<file path="src/rtl/aes_128_key_expand.sv">
// AES-128 key schedule: expands key_in into 11 round keys and streams them as 22
// 64-bit halves into the round-key RAM, using an external 1-cycle registered S-box.
module aes_128_key_expand #(
    parameter int ADDR_BASE = 0,
    parameter int ADDR_W    = 5
) (
    input  logic              clk,
    input  logic              kill,
    input  logic              key_start,
    input  logic [127:0]      key_in,
    output logic              busy,
    output logic              done,
    output logic              en_wr,
    output logic [ADDR_W-1:0] addr,
    output logic [63:0]       key_round_wr,
    output logic [31:0]       sbox_addr,
    input  logic [31:0]       sbox_data
);

    typedef enum logic [2:0] {
        IDLE,
        WR_LO,
        WR_HI,
        SB_REQ,
        SB_WAIT,
        DONE
    } state_t;

    state_t       state, state_nxt;
    logic [127:0] k_reg;
    logic [3:0]   r_reg;
    logic [7:0]   rcon;

    logic [31:0] t_word, w0_n, w1_n, w2_n, w3_n;
    logic [7:0]  rcon_n;
    logic [ADDR_W-1:0] addr_lo;

    // RotWord(w3), presented continuously so the BRAM sees it in SB_REQ.
    assign sbox_addr = {k_reg[103:96], k_reg[127:104]};

    always_comb begin
        t_word = sbox_data ^ {24'h0, rcon};
        w0_n   = k_reg[31:0]   ^ t_word;
        w1_n   = k_reg[63:32]  ^ w0_n;
        w2_n   = k_reg[95:64]  ^ w1_n;
        w3_n   = k_reg[127:96] ^ w2_n;
        rcon_n = {rcon[6:0], 1'b0} ^ (rcon[7] ? 8'h1b : 8'h00);
    end

    // NOTE: sequential state uses non-blocking assignments so every register
    // samples pre-edge values; kill clears everything asynchronously.
    always_ff @(posedge clk or posedge kill) begin
        if (kill) begin
            state <= IDLE;
        end else begin
            state <= state_nxt;
        end
    end

    always_ff @(posedge clk or posedge kill) begin
        if (kill) begin
            k_reg <= '0;
            r_reg <= '0;
            rcon  <= '0;
        end else begin
            case (state)
                IDLE: begin
                    if (key_start) begin
                        k_reg <= key_in;
                        r_reg <= '0;
                        rcon  <= 8'h01;
                    end
                end
                SB_WAIT: begin
                    k_reg <= {w3_n, w2_n, w1_n, w0_n};
                    r_reg <= r_reg + 4'd1;
                    rcon  <= rcon_n;
                end
                default: ;
            endcase
        end
    end

    assign addr_lo = ADDR_W'(ADDR_BASE) + ADDR_W'({r_reg, 1'b0});

    // NOTE: every output of this block gets a default first, so no path can
    // leave one unassigned and infer a latch.
    always_comb begin
        state_nxt    = state;
        en_wr        = 1'b0;
        addr         = '0;
        key_round_wr = '0;
        done         = 1'b0;
        case (state)
            IDLE:    if (key_start) state_nxt = WR_LO;
            WR_LO: begin
                en_wr        = 1'b1;
                addr         = addr_lo;
                key_round_wr = k_reg[63:0];
                state_nxt    = WR_HI;
            end
            WR_HI: begin
                en_wr        = 1'b1;
                addr         = addr_lo + ADDR_W'(1);
                key_round_wr = k_reg[127:64];
                state_nxt    = (r_reg == 4'd10) ? DONE : SB_REQ;
            end
            SB_REQ:  state_nxt = SB_WAIT;
            SB_WAIT: state_nxt = WR_LO;
            DONE: begin
                done      = 1'b1;
                state_nxt = IDLE;
            end
            default: state_nxt = IDLE;
        endcase
    end

    assign busy = (state != IDLE);

endmodule

</file>
<file path="config.mk">
export PLATFORM = sky130hd
export DESIGN_NAME = aes_128_key_expand
export DESIGN_NICKNAME = d
export VERILOG_FILES = /design/src/rtl/aes_128_key_expand.sv
export SDC_FILE = /design/constraint.sdc
export NUM_CORES = 1
export LEC_CHECK = 0
export BUFFER_PORTS_ARGS = -buffer_cell sky130_fd_sc_hd__buf_2
export CAP_MARGIN = 0
export CORE_ASPECT_RATIO = 1.5
export CORE_MARGIN = 4
export CORE_UTILIZATION = 49
export DETAILED_ROUTE_END_ITERATION = 12
export PLACE_DENSITY = 0.76
export SYNTH_ARGS = -nofsm -noshare
export SYNTH_HDL_FRONTEND = slang
export SYNTH_SLANG_ARGS = --single-unit
</file>
<file path="constraint.sdc">
create_clock -name clk -period 9.08 [get_ports clk]
set_input_delay 0.908 -clock clk [delete_from_list [all_inputs] [get_ports clk]]
set_output_delay 0.908 -clock clk [all_outputs]
set_load 0.1 [all_outputs]
</file>
---- Word-level counts from Yosys, hierarchy flattened ----
Index checks and enable logic that the tools add are counted.
word-level totals
  input bits .............................. 163
  word-level logic and storage cells ...... 38
  output and inout bits ................... 104
  register bits ........................... 143
cells by class
  equal/unequal tests ..................... 7
  reductions and logical operators ........ 5
  $add $sub $neg .......................... 2
  bitwise gates (word level) .............. 6
  mux-type cells .......................... 14
operator list
  kind                   number
  $pmux W128 S2          1
  $mux W128              1
  $pmux W64 S2           1
  $xor A32 B32 Y32       4
  $xor A32 B8 Y32        1
  $pmux W8 S2            1
  $pmux W3 S5            1
  $pmux W5 S2            1
  $mux W8                1
  $pmux W4 S2            1
  $xor A8 B5 Y8          1
  $eq A3 B2 Y1 const B   2
  $eq A3 B3 Y1 const B   2
  $mux W3                2
  $add A5 B1 Y5 const B  1
  $mux W5                1
  $add A4 B1 Y4 const B  1
  $eq A4 B4 Y1 const B   1
  $mux W4                1
  $eq A3 B1 Y1 const B   1
  $logic_not A3 Y1       1
  $reduce_bool A3 Y1     1
  $mux W1                2
  $ne A2 B2 Y1 const B   1
  other kinds (3)        3

---- Logic depth before layout (Yosys ltp) ----
  word-level depth ........................ 6
  mapped depth ............................ 8
  gate-level depth less buffers ........... 4

---- Least setup slack after synthesis ----
No wires, ideal clock.
  kind .................................... flip-flop to output port
  start ................................... register state[2]
  end ..................................... output port done
  setup slack ............................. 4912 ps
  buffers on the path ..................... 3
  stages on the path, launching flop included .. 5
  required time ........................... 8172 ps
  data arrival time ....................... 3260 ps
  cell sequence ........................... dfrtp_1 -> buf_4 -> buf_2 -> buf_1 -> nor3b_1
between the ends
  word-level cells in the longest chain between the ends .. 2
ends and longest elaborated chain
  item                    RTL line  source
  start, declared         29        state_t state, state_nxt;
  start signal, assigned  56        state <= state_nxt;
  $eq A3 B3 Y1            94        case (state)
  $mux W1                 94
  end, declared           12        output logic done,
No other way between the ends.

---- Worst setup path in the final report ----
  start ................................... register state[1]
  end ..................................... output port key_round_wr[40]
between the ends
  word-level cells in the longest chain between the ends .. 2
  elaborated cells between the ends (all ways) .. 3
  those cells by class .................... eq/ne (2); mux (1)
ends and longest elaborated chain
  item                                          RTL line  source
  $eq A3 B2 Y1 or $eq A3 B1 Y1 (tied branches)  94
  $pmux W64 S2 *                                94
  end, declared                                 15        output logic [63:0] key_round_wr,
Every way passes the cells marked *; elsewhere a longest branch is shown, timed or not.

==> results by group <==
Setup path
  • Setup crit start kind: flop
  • CP required: 8170 ps
  • CP max FO: 36
  • Crit end category: output pin
  • Critical Path AT: 3190 ps
  • Kind of critical path: reg -> out

STA
  • Endpoints failing setup: 0
  • FMAX: 244 MHz
  • Worst-Margin Slew: 1000 ps
  • Setup TNS: 0 ps
  • Min cycle time layout: 4090 ps
  • RSZ-0062 raised after global routing: false
  • Slew Limit Headroom: 33.2%
  • Setup Skew: slightly above 9 ps
  • Pins Over Slew Limit: 0
  • Final Hold Fails: 0
  • Fin crit share: 45.1%

Synth
  • Syn_nets: 1239
  • Avg Synthesized Cell Area: between 9 and 10 µm²
  • Cells after Synth: 1074
  • Prevailing post-synth register cell: dfrtp_1
  • Fraction of registers with async set/reset: between 90% and 100%
  • #FFs+latches synth: 143
  • Cell variety after synth: 40
  • Sequential area share after synthesis: 36.5%
  • Number of synthesized flops with an enable pin: 0
  • Synth warnings: 0
  • Synth Cell Area: 9800 µm²

Die
  • Ports: 267
  • Core area: 19700 µm²
  • Die area: 22400 µm²
  • Initial Util: 49.7%
  • Rows: 63
  • DIE HEIGHT: 181 µm
  • Die Width: approximately 120 µm

GRT
  • Vias in the first global route: 8534
  • Global route total overflow: 0
  • Global Route Usage Sum: 24.1%
  • Initial antenna violation count: 12
  • First-pass GRT wire length: 43.4 mm
  • Largest net degree at the start of global routing: 105

Clocking
  • CTS Hold Buffers Added: 0
  • CTS Sinks: about 140
  • CTS H-tree lvls: 4
  • Resized Gates After CTS: 0
  • Clk_lat worst skew: 410 ps
  • Total CTS buffers: 17
  • CTS tree: yes
  • Root Buffer Master: clkbuf_16
  • Register clock-pin slew on the reported worst setup and hold paths: ~60 ps
  • Clock Tree Buf Depth: 2
  • # Post-CTS Setup Buffers: 0

Route
  • Drt drc: 0
  • Wire length per cell: between 15 and 20 µm
  • Post-Route WL: ~28 mm
  • Detail Route Antenna Nets: 0
  • Via density: 5.75
  • Drt first pass iters: 5
  • Number of vias after detailed routing: 8827
  • Starting DRC count in detailed routing: around 510

Cells and area
  • Max reg flops: between 100 and 150
  • Post-layout util: 58.5%
  • Area growth from synthesis to layout: 17.6%
  • Final #Nets: between 1k and 1.5k
  • Fillcell total: 1783
  • Layout cells sized above 1: 27.4%

Run status
  • Status: complete, no violations

Placement
  • GP Congestion: 0.803
  • DP HPWL: 18.4 mm
  • Port Buffer Count: between 200 and 300

Run
  • Max-cap viol count: 0

Hold path
  • Worst hold path type: reg -> reg
per-stage QoR:
stage               std cells  instance area (µm²)  hold WS, ps  setup slack [ps]
finish                   1535                11500          530              4990
global route             1535                11500          549              4770
CTS                      1525                11500          527              4960
detailed placement       1494                10900          514              5420
global placement         1494                10900          507              5490
floorplan                1074                 9800          473              4330
cell usage in the layout, fill, tap and decap left out, types with 9 or more instances in the layout:
master / instances
a21o_1: 9
a21oi_1: 89
a22o_1: 76
a22oi_1: 46
a2bb2oi_1: 21
and2_1: 11
buf_2: 266
buf_4: 12
clkbuf_16: 17
dfrtp_1: 142
diode_2: 10
inv_1: 63
mux2i_1: 27
nand2_1: 86
nand3_1: 25
nor2_1: 38
o21ai_0: 93
o21ai_1: 9
o22ai_1: 34
o2bb2ai_1: 19
o32ai_2: 29
xnor2_1: 99
xor2_1: 13
synthesized netlist by cell type (34+ instances only):
| master | count | share of area (%) |
|---|---|---|
| a21oi_1 | 89 | 4.5 |
| dfrtp_1 | 143 | 37 |
| xnor2_1 | 99 | 8.8 |
| a22o_1 | 76 | 6.8 |
| a22oi_1 | 46 | 3.5 |
| buf_4 | 39 | 3.0 |
| o21ai_0 | 94 | 4.8 |
| inv_1 | 64 | 2.5 |
| nand2_1 | 86 | 3.3 |
| buf_2 | 44 | 2.2 |
| nor2_1 | 39 | 1.5 |
| o22ai_1 | 34 | 2.2 |
kinds of logic (layout without fill, tap and decap cells):
family | Yosys count | after routing | synth area share [%]
compound gates | 428 | 428 | 31.5
buf+inv | 182 | 373 | 9.64
simple gates | 175 | 175 | 8.08
flops | 143 | 143 | 36.5
xor+xnor | 117 | 117 | 11.2
mux | 27 | 27 | 2.76
fa+ha+maj | 2 | 2 | 0.255
other cells | 0 | 10 | 0
worst max-delay path, stage by stage (launching register included):
cell and delay [ps]:
dfrtp_1 680, nand2b_1 220, nor2_4 660, buf_4 520, a22o_1 230, buf_2 430
area by class of cell:
| cell class | count | area, µm² | area share, % |
|---|---|---|---|
| Multi-Input combinational cell | 749 | 5310 | 46.1 |
| Antenna cell | 10 | 25.0 | 0.217 |
| Clock buffer | 18 | 439 | 3.81 |
| Timing Repair Buffer | 278 | 1420 | 12.3 |
| Clock inverter | 13 | 178 | 1.54 |
| Inverter | 64 | 245 | 2.13 |
| Sequential cell | 143 | 3580 | 31.1 |
| Tap cell | 260 | 325 | 2.82 |
routing by layer:
layer	vias to the layer above	share of wire (%)	GRT usage, %	wire length, µm
li1	4214	-	-	-
met1	4237	39	29.1	10700
met2	311	51	40.8	14000
met3	61	6.6	4.82	1810
met4	4	3.6	11.1	990
met5	-	0.11	0	31
path summary, 6_finish.rpt:
kind | startpoint | endpoint | slack [ps] | cells past startpoint
setup / recovery | state[1] | key_round_wr[40] | 4990 | 5
hold / removal | k_reg[64] | k_reg[64] | 530 | 1
setup reg to reg | state[2] | k_reg[101] | 5780 | 6
hold reg to reg | k_reg[64] | k_reg[64] | 530 | 1
max in group asynchronous | kill | state[2] | 7010 | 3
min in group asynchronous | kill | k_reg[8] | 590 | 2
Power is left out: the tool's default activity adds up to more than one toggle a clock period on the data nets, which glitch-free logic cannot reach.
